$ cat src/rtl/scr1_tcm_uart_loader.sv
// scr1_tcm_uart_loader
//   UART boot loader in front of TCM port B. Receives a framed image
//   (A5, LEN_LO, LEN_HI, N*4 data bytes little-endian, XOR checksum),
//   writes each assembled 32-bit word into the TCM, and releases the
//   core from reset only after a complete, checksum-valid image.
//
// Ports
//   clk, rst_n     system clock, asynchronous active-low reset
//   uart_rx_i      serial input, idle high, 8N1, LSB first
//   wenb_o         single-cycle write strobe per word
//   webb_o         byte enables (always all four bytes)
//   addrb_o        word address into the TCM
//   datab_o        write data
//   core_rst_n_o   core reset, released only in DONE
//   busy_o         a frame is being received
//   done_o         image loaded and verified
//   err_o          sticky error, cleared by the next sync byte
module scr1_tcm_uart_loader #(
  parameter int CLK_FREQ  = 27000000,
  parameter int BAUD      = 115200,
  parameter int SCR1_SIZE = 65536,
  localparam int AW       = $clog2(SCR1_SIZE) - 2
) (
  input  logic          clk,
  input  logic          rst_n,
  input  logic          uart_rx_i,
  output logic          wenb_o,
  output logic [3:0]    webb_o,
  output logic [AW-1:0] addrb_o,
  output logic [31:0]   datab_o,
  output logic          core_rst_n_o,
  output logic          busy_o,
  output logic          done_o,
  output logic          err_o
);

  localparam int CPB       = CLK_FREQ / BAUD;
  localparam int HALF      = CPB / 2;
  localparam int CW        = $clog2(CPB);
  localparam int MAX_WORDS = SCR1_SIZE / 4;
  localparam logic [16:0] MAX17 = 17'(MAX_WORDS);

  // ---------------- RX front end ----------------
  // rx_s[1] is the synchronised line level, rx_s[2] its previous value
  // for falling-edge detection.
  logic [2:0]    rx_s;
  logic          rx_active;
  logic [3:0]    bit_cnt;   // 0 = start, 1..8 = data, 9 = stop
  logic [CW-1:0] clk_cnt;
  logic [7:0]    rx_shift;
  logic          rx_valid;
  logic          rx_ferr;
  logic [7:0]    rx_byte;

  assign rx_byte = rx_shift;

  always_ff @(posedge clk or negedge rst_n) begin
    if (!rst_n) begin
      rx_s      <= 3'b111;
      rx_active <= 1'b0;
      bit_cnt   <= 4'd0;
      clk_cnt   <= '0;
      rx_shift  <= 8'h00;
      rx_valid  <= 1'b0;
      rx_ferr   <= 1'b0;
    end else begin
      rx_s     <= {rx_s[1:0], uart_rx_i};
      rx_valid <= 1'b0;
      rx_ferr  <= 1'b0;
      if (!rx_active) begin
        if (rx_s[2] && !rx_s[1]) begin
          rx_active <= 1'b1;
          bit_cnt   <= 4'd0;
          clk_cnt   <= '0;
        end
      end else if (bit_cnt == 4'd0) begin
        // Mid start bit: a high line here means the edge was a glitch.
        if (clk_cnt == CW'(HALF - 1)) begin
          clk_cnt <= '0;
          if (rx_s[1]) rx_active <= 1'b0;
          else         bit_cnt   <= 4'd1;
        end else begin
          clk_cnt <= clk_cnt + CW'(1);
        end
      end else if (clk_cnt == CW'(CPB - 1)) begin
        clk_cnt <= '0;
        if (bit_cnt == 4'd9) begin
          rx_active <= 1'b0;
          rx_valid  <= rx_s[1];
          rx_ferr   <= !rx_s[1];
        end else begin
          rx_shift <= {rx_s[1], rx_shift[7:1]};
          bit_cnt  <= bit_cnt + 4'd1;
        end
      end else begin
        clk_cnt <= clk_cnt + CW'(1);
      end
    end
  end

  // ---------------- Frame FSM ----------------
  typedef enum logic [2:0] {HUNT, LEN0, LEN1, DATA, WR, CHK, DONE, ERR} state_t;

  state_t        state_q, state_d;
  logic [15:0]   len_q, len_d, len_n;
  logic [7:0]    chk_q, chk_d;
  logic [1:0]    idx_q, idx_d;
  logic [23:0]   buf_q, buf_d;
  logic [AW-1:0] addr_q, addr_d;
  logic [31:0]   data_q, data_d;
  logic          err_q, err_d;
  logic          last_word;

  // The address is never advanced past the last word, so N == MAX_WORDS
  // ends on MAX_WORDS-1 without wrapping.
  assign last_word = (17'(addr_q) + 17'd1) == {1'b0, len_q};

  always_ff @(posedge clk or negedge rst_n) begin
    if (!rst_n) begin
      state_q <= HUNT;
      len_q   <= 16'h0000;
      chk_q   <= 8'h00;
      idx_q   <= 2'd0;
      buf_q   <= 24'h000000;
      addr_q  <= '0;
      data_q  <= 32'h0000_0000;
      err_q   <= 1'b0;
    end else begin
      state_q <= state_d;
      len_q   <= len_d;
      chk_q   <= chk_d;
      idx_q   <= idx_d;
      buf_q   <= buf_d;
      addr_q  <= addr_d;
      data_q  <= data_d;
      err_q   <= err_d;
    end
  end

  always_comb begin
    state_d = state_q;
    len_d   = len_q;
    chk_d   = chk_q;
    idx_d   = idx_q;
    buf_d   = buf_q;
    addr_d  = addr_q;
    data_d  = data_q;
    err_d   = err_q;
    len_n   = {rx_byte, len_q[7:0]};
    case (state_q)
      HUNT: if (rx_valid && rx_byte == 8'hA5) begin
        err_d   = 1'b0;
        chk_d   = 8'h00;
        addr_d  = '0;
        idx_d   = 2'd0;
        state_d = LEN0;
      end
      LEN0: if (rx_valid) begin
        len_d[7:0] = rx_byte;
        state_d    = LEN1;
      end
      LEN1: if (rx_valid) begin
        len_d = len_n;
        if ({1'b0, len_n} > MAX17) state_d = ERR;
        else if (len_n == 16'h0000) state_d = CHK;
        else                        state_d = DATA;
      end
      DATA: if (rx_valid) begin
        chk_d = chk_q ^ rx_byte;
        idx_d = idx_q + 2'd1;
        case (idx_q)
          2'd0: buf_d[7:0]   = rx_byte;
          2'd1: buf_d[15:8]  = rx_byte;
          2'd2: buf_d[23:16] = rx_byte;
          default: begin
            data_d  = {rx_byte, buf_q};
            state_d = WR;
          end
        endcase
      end
      // wenb_o is high for exactly this one state.
      WR: begin
        if (last_word) begin
          state_d = CHK;
        end else begin
          addr_d  = addr_q + AW'(1);
          state_d = DATA;
        end
      end
      CHK: if (rx_valid) state_d = (rx_byte == chk_q) ? DONE : ERR;
      DONE: state_d = DONE;
      ERR:  state_d = HUNT;
      default: state_d = HUNT;
    endcase
    if (rx_ferr && (state_q inside {LEN0, LEN1, DATA, WR, CHK})) state_d = ERR;
    if (state_d == ERR) err_d = 1'b1;
  end

  assign wenb_o       = (state_q == WR);
  assign webb_o       = 4'hF;
  assign addrb_o      = addr_q;
  assign datab_o      = data_q;
  assign busy_o       = (state_q inside {LEN0, LEN1, DATA, WR, CHK});
  assign done_o       = (state_q == DONE);
  assign core_rst_n_o = (state_q == DONE);
  assign err_o        = err_q;

endmodule

$ cat config.mk
export PLATFORM = sky130hd
export DESIGN_NAME = scr1_tcm_uart_loader
export DESIGN_NICKNAME = d
export VERILOG_FILES = /design/src/rtl/scr1_tcm_uart_loader.sv
export SDC_FILE = /design/constraint.sdc
export NUM_CORES = 1
export LEC_CHECK = 0
export CORE_ASPECT_RATIO = 0.6
export CORE_MARGIN = 5
export CORE_UTILIZATION = 30
export CTS_BUF_LIST = sky130_fd_sc_hd__clkbuf_8
export DETAILED_ROUTE_END_ITERATION = 8
export GPL_ROUTABILITY_DRIVEN = 0
export HOLD_SLACK_MARGIN = 0.12
export PLACE_DENSITY = 0.53
export SYNTH_ARGS = -nofsm -noshare
export SYNTH_HDL_FRONTEND = slang
export SYNTH_SLANG_ARGS = --single-unit
$ cat constraint.sdc
create_clock -name clk -period 5.6 [get_ports clk]
set_input_delay 0.84 -clock clk [delete_from_list [all_inputs] [get_ports clk]]
set_output_delay 0.84 -clock clk [all_outputs]
set_load 0.03 [all_outputs]
# Word-level counts from Yosys, hierarchy flattened

Cells that the tools add are included.

Register bits after elaboration: 126
Bits of input ports: 3
Output and inout bits: 55
Word-level logic and storage cells: 131

Add/sub/neg operators: 5
$lt $le $gt $ge: 1
Equal/unequal tests: 23
Mux-type cells: 53
Bitwise gates (word level): 5
Reductions and logical operators: 26

Operators by type and width:

| kind                    | count |
|---|---|
| $mux W8                 | 8 |
| $pmux W8 S2             | 2 |
| $mux W3                 | 10 |
| $mux W14                | 2 |
| $mux W4                 | 7 |
| $pmux W14 S2            | 1 |
| $pmux W3 S8             | 1 |
| $reduce_and A3 Y1       | 7 |
| $mux W1                 | 19 |
| $eq A15 B16 Y1          | 1 |
| $eq A8 B8 Y1 const B    | 2 |
| $gt A16 B15 Y1 const B  | 1 |
| $logic_not A16 Y1       | 1 |
| $add A14 B1 Y15 const B | 1 |
| $eq A3 B3 Y1 const B    | 5 |
| $add A14 B1 Y14 const B | 1 |
| $reduce_bool A2 Y1      | 5 |
| $add A8 B1 Y8 const B   | 1 |
| $eq A8 B7 Y1 const B    | 1 |
| $eq A8 B8 Y1            | 1 |
| $xor A8 B8 Y8           | 1 |
| $eq A3 B2 Y1 const B    | 2 |
| $ne A2 B2 Y1 const B    | 3 |
| $ne A3 B3 Y1 const B    | 2 |
| other kinds (21)        | 28 |

# Logic depth before layout (Yosys ltp)

Depth in word-level cells: 9
Gate-level depth with buffers: 10
Gate-level depth less buffers: 9

# Worst setup path after synthesis

No wires, ideal clock.

Kind: reg-to-reg
Start: register addr_q[0] (netlist: addrb_o[0])
End: register addr_q[8] (netlist: addrb_o[8])
Library setup time: 0.121 ns
Arrival time: 2.693 ns
Required time: 5.479 ns
Path slack: 2.786 ns
Stages on the path, launching flop included: 10
Path buffers: 1
Period minus slack after synthesis: 2.814 ns
Cells stage by stage: dfrtp_1 > ha_1 > and4_1 > nor4b_1 > xor2_1 > a2111o_1 > nor4_4 > buf_6 > o21ai_1 > a22o_1

Longest elaborated chain between the ends: 4
Elaborated cells between the ends (all ways): 7
Classes of those cells: 2 x add/sub; 2 x eq/ne; 2 x mux; 1 x reduce/logical

Ends and longest elaborated chain:

| item                               | line | source |
|---|---|---|
| from (decl)                        | 109  | `logic [AW-1:0] addr_q, addr_d;` |
| from (signal assigned)             | 134  | `addr_q <= addr_d;` |
| $add A14 B1 Y15                    | 116  | `assign last_word = (17'(addr_q) + 17'd1) == {1'b0, len_q};` |
| $eq A15 B16 Y1                     | 116  |  |
| $ne A2 B2 Y1 (no source line)      | -    |  |
| $reduce_and A3 Y1 (no source line) | -    |  |

Several ways; a longest one is shown, not always the timed one. The select of a mux whose other input is x is not followed.
A chain may end at the register's enable or synchronous reset.

# Worst setup path in the final report

Start: register addr_q[0] (netlist: addrb_o[0])
End: register addr_q[13] (netlist: addrb_o[13])

The elaborated chain is that of the path after synthesis.

==> out/qor.csv <==
metric,value,unit
Initial Util,0.3084,
CTS tree,done,
clk_skew,0.01091,ns
Setup crit start kind,flop,
clk buf depth,2,
"Power, Total",0.001899,W
Final Hold Fails,0,
Setup crit end kind,flop,
FILL cells,1951,
DR vias/cell,4.916,
hold buffer count at CTS,0,
num ports,58,
root buf cell,clkbuf_8,
vias in the first global route,4378,
largest net degree at the start of global routing,83,
DIE AREA,0.02381,mm2
Diodes inserted,0,
CTS Buf Count,17,
max-cap violations,0,
final setup vio count,0,
Worst slew margin,0.2725,
worst slew pin tran,1.083,ns
GRT Util Overall,0.1221,
layout cells sized above 1,0.2193,
Peak Freq,295.4,MHz
area delta synth->final,18.02,%
Crit Path Max Fanout,17,
critical-path cell list,ha_1 -> and4_1 -> nor4b_1 -> xor2_1 -> a2111o_1 -> nor4_4 -> o21ba_4 -> a22o_1,
Setup TNS,0,ns
area of the core,0.02017,mm2
Worst Path Required,5.97,ns
Routed WL,13930,um
sequential area share after synthesis,0.5075,
HP Class,reg -> reg,
mapped cell area,0.006220,mm2
H-tree levels,4,
Gate Count Post-Synth,555,
"slowest stage delay, CP",0.84,ns
Avg Synthesized Cell Area,11.21,um2
clk_lat worst skew,0.43,ns
post_cts resized,0,
slowest CP cell,nor4_4,
Synth cell types,61,
first-pass GRT wire length,23360,um
DP HPWL,9651,um
Peak VDD IR,0.1385,mV
fin crit share,0.6045,
initial antenna violation count,0,
Async SR Flop Fraction,1.000,
Pre-Repair DR Iteration Count,5,
"Reg clk slew, reported paths",0.08,ns
count of port buffers added during placement,53,
Die Height,121.5,um
total setup buffers inserted after CTS,0,
power per cell area,258.7,mW/mm2
DRT iter0 DRCs,258,
Routed WL per cell,15.76,um
Final ANT Viol Nets,0,
top_reg_cell synth,dfrtp_1,
width of the chip,195.9,um
Row Count,40,
fin crit period,3.385,ns
via count,4346,
Crit Path Category,reg -> reg,
YS warnings,0,
clock sink total,126,
Lkg Pwr,3.354,nW
Worst EP arrival,3.75,ns
number of enable flip-flop cells after synthesis,0,
grt ovf,0,
Final #Nets,613,
Final Max Tran Viols,0,
RSZ-0062 raised after global routing,no,
"FF+latch count, synth",126,
status,completed,
Remaining DRCs,0,
## worst paths after layout
check | startpoint | cells after the start | to | slack [ns]
hold reg to reg | rx_s[0] | 0 | rx_s[1] | 0.36
hold / removal | rx_s[0] | 0 | rx_s[1] | 0.36
max in group asynchronous | rst_n | 2 | buf_q[12] | 3.82
min in group asynchronous | rst_n | 1 | datab_o[22] | 0.59
setup / recovery | addrb_o[0] | 8 | addrb_o[13] | 2.21
setup reg to reg | addrb_o[0] | 8 | addrb_o[13] | 2.21
## registers in the layout (all words and copies together), names as in the netlist
register and flops:
bit_cnt 4, rx_ferr 1, rx_byte 8, state_q 3
rx_s 3, addrb_o 14, clk_cnt 8, rx_active 1
err_o 1, buf_q 24, chk_q 8, idx_q 2
datab_o 32, len_q 16, rx_valid 1
## cell usage in the layout (no fill, tap or decap), drive strengths merged, types with 3 or more instances in the layout
cell type / netlist / layout
a21oi: 11 / 11
a22o: 11 / 11
and2: 3 / 3
and3: 4 / 4
buf: 15 / 4
clkbuf: 20 / 17
clkdlybuf4s50: 0 / 52
clkinv: 0 / 5
clkinvlp: 0 / 4
conb: 1 / 4
dfrtp: 123 / 123
dfstp: 3 / 3
ha: 12 / 12
inv: 12 / 16
mux2: 81 / 81
nand2: 41 / 41
nand2b: 11 / 11
nand3: 11 / 11
nand4: 10 / 10
nor2: 26 / 26
nor2b: 10 / 10
nor3: 6 / 6
nor4: 7 / 7
nor4b: 3 / 3
o211ai: 3 / 3
o21ai: 53 / 53
o31ai: 4 / 4
or2: 6 / 6
or3: 7 / 7
xnor2: 21 / 21
xor2: 6 / 6
## critical path, delay by kind of cell, from the launching register on
family | cells | cell delay (ns)
compound gates | 3 | 0.93
xor+xnor | 1 | 0.12
fa+ha+maj | 1 | 0.27
flops | 1 | 0.50
simple gates | 3 | 1.47
## power by group
part / total, W / internal (W) / switching [W] / leakage [nW]
clock: 0.000797 / 0.000402 / 0.000395 / 0.191
sequential: 0.000982 / 0.000941 / 0.0000402 / 1.73
combinational: 0.000121 / 0.0000467 / 0.0000739 / 1.43
total: 0.00190 / 0.00139 / 0.000509 / 3.35
## per-stage QoR
step / hold slack, ns / cells / worst slack [ns] / utilization / cell area, um2
finish: 0.3602 / 884 / 2.215 / 0.3640 / 7341
global route: 0.3771 / 884 / 1.918 / 0.3640 / 7341
CTS: 0.3653 / 884 / 2.246 / 0.3640 / 7341
detailed placement: 0.3469 / 852 / 2.284 / 0.3442 / 6943
global placement: 0.3465 / 852 / 2.345 / 0.3442 / 6943
floorplan: 0.3452 / 558 / 2.786 / - / 6231
## cell families (layout without fill, tap and decap cells)
| family | after synthesis | in the layout | synth area share |
|---|---|---|---|
| adders and majority gates | 12 | 12 | 0.02414 |
| buffers and inverters | 47 | 100 | 0.03621 |
| muxes | 81 | 81 | 0.1466 |
| other | 1 | 4 | 0.0006029 |
| AOI/OAI and AO/OA | 104 | 104 | 0.1078 |
| xor gates and xnor gates | 27 | 27 | 0.03802 |
| and+or+nand+nor | 157 | 157 | 0.1390 |
| DFF | 126 | 126 | 0.5075 |
## synth_stat cells (6+ instances only)
| cell | number | area (um2) |
|---|---|---|
| dfrtp_1 | 123 | 3078 |
| mux2_2 | 81 | 912.1 |
| o21ai_0 | 44 | 220.2 |
| nand2_1 | 41 | 153.9 |
| nor2_1 | 26 | 97.59 |
| xnor2_1 | 21 | 183.9 |
| clkbuf_1 | 20 | 75.07 |
| ha_1 | 12 | 150.1 |
| inv_1 | 12 | 45.04 |
| a21oi_1 | 11 | 55.05 |
| a22o_1 | 11 | 96.34 |
| nand2b_1 | 11 | 68.82 |
| nand3_1 | 10 | 50.05 |
| nor2b_1 | 10 | 62.56 |
| nand4_1 | 9 | 56.30 |
| o21ai_1 | 9 | 45.04 |
| or3_1 | 7 | 43.79 |
| buf_4 | 6 | 45.04 |
| nor3_1 | 6 | 30.03 |
| or2_2 | 6 | 37.54 |
| xor2_1 | 6 | 52.55 |
## layout make-up
cell class,count,area (um2),share of cell area
Sequential cell,126,3157,0.4300
Multi-Input combinational cell,385,2849,0.3881
Timing Repair Buffer,56,550.5,0.07500
Tap cell,273,341.6,0.04653
Clock buffer,17,234.0,0.03187
Clock inverter,15,163.9,0.02233
Inverter,12,45.04,0.006136
## routing by layer
metal	track usage	wire, um	vias to the layer above
met2	0.1842	6157	78
met4	0.03357	132	0
met1	0.1721	7054	2194
met5	0	0	-
met3	0.03593	590	11
li1	-	-	2063
(Power assumes the default switching activity.)
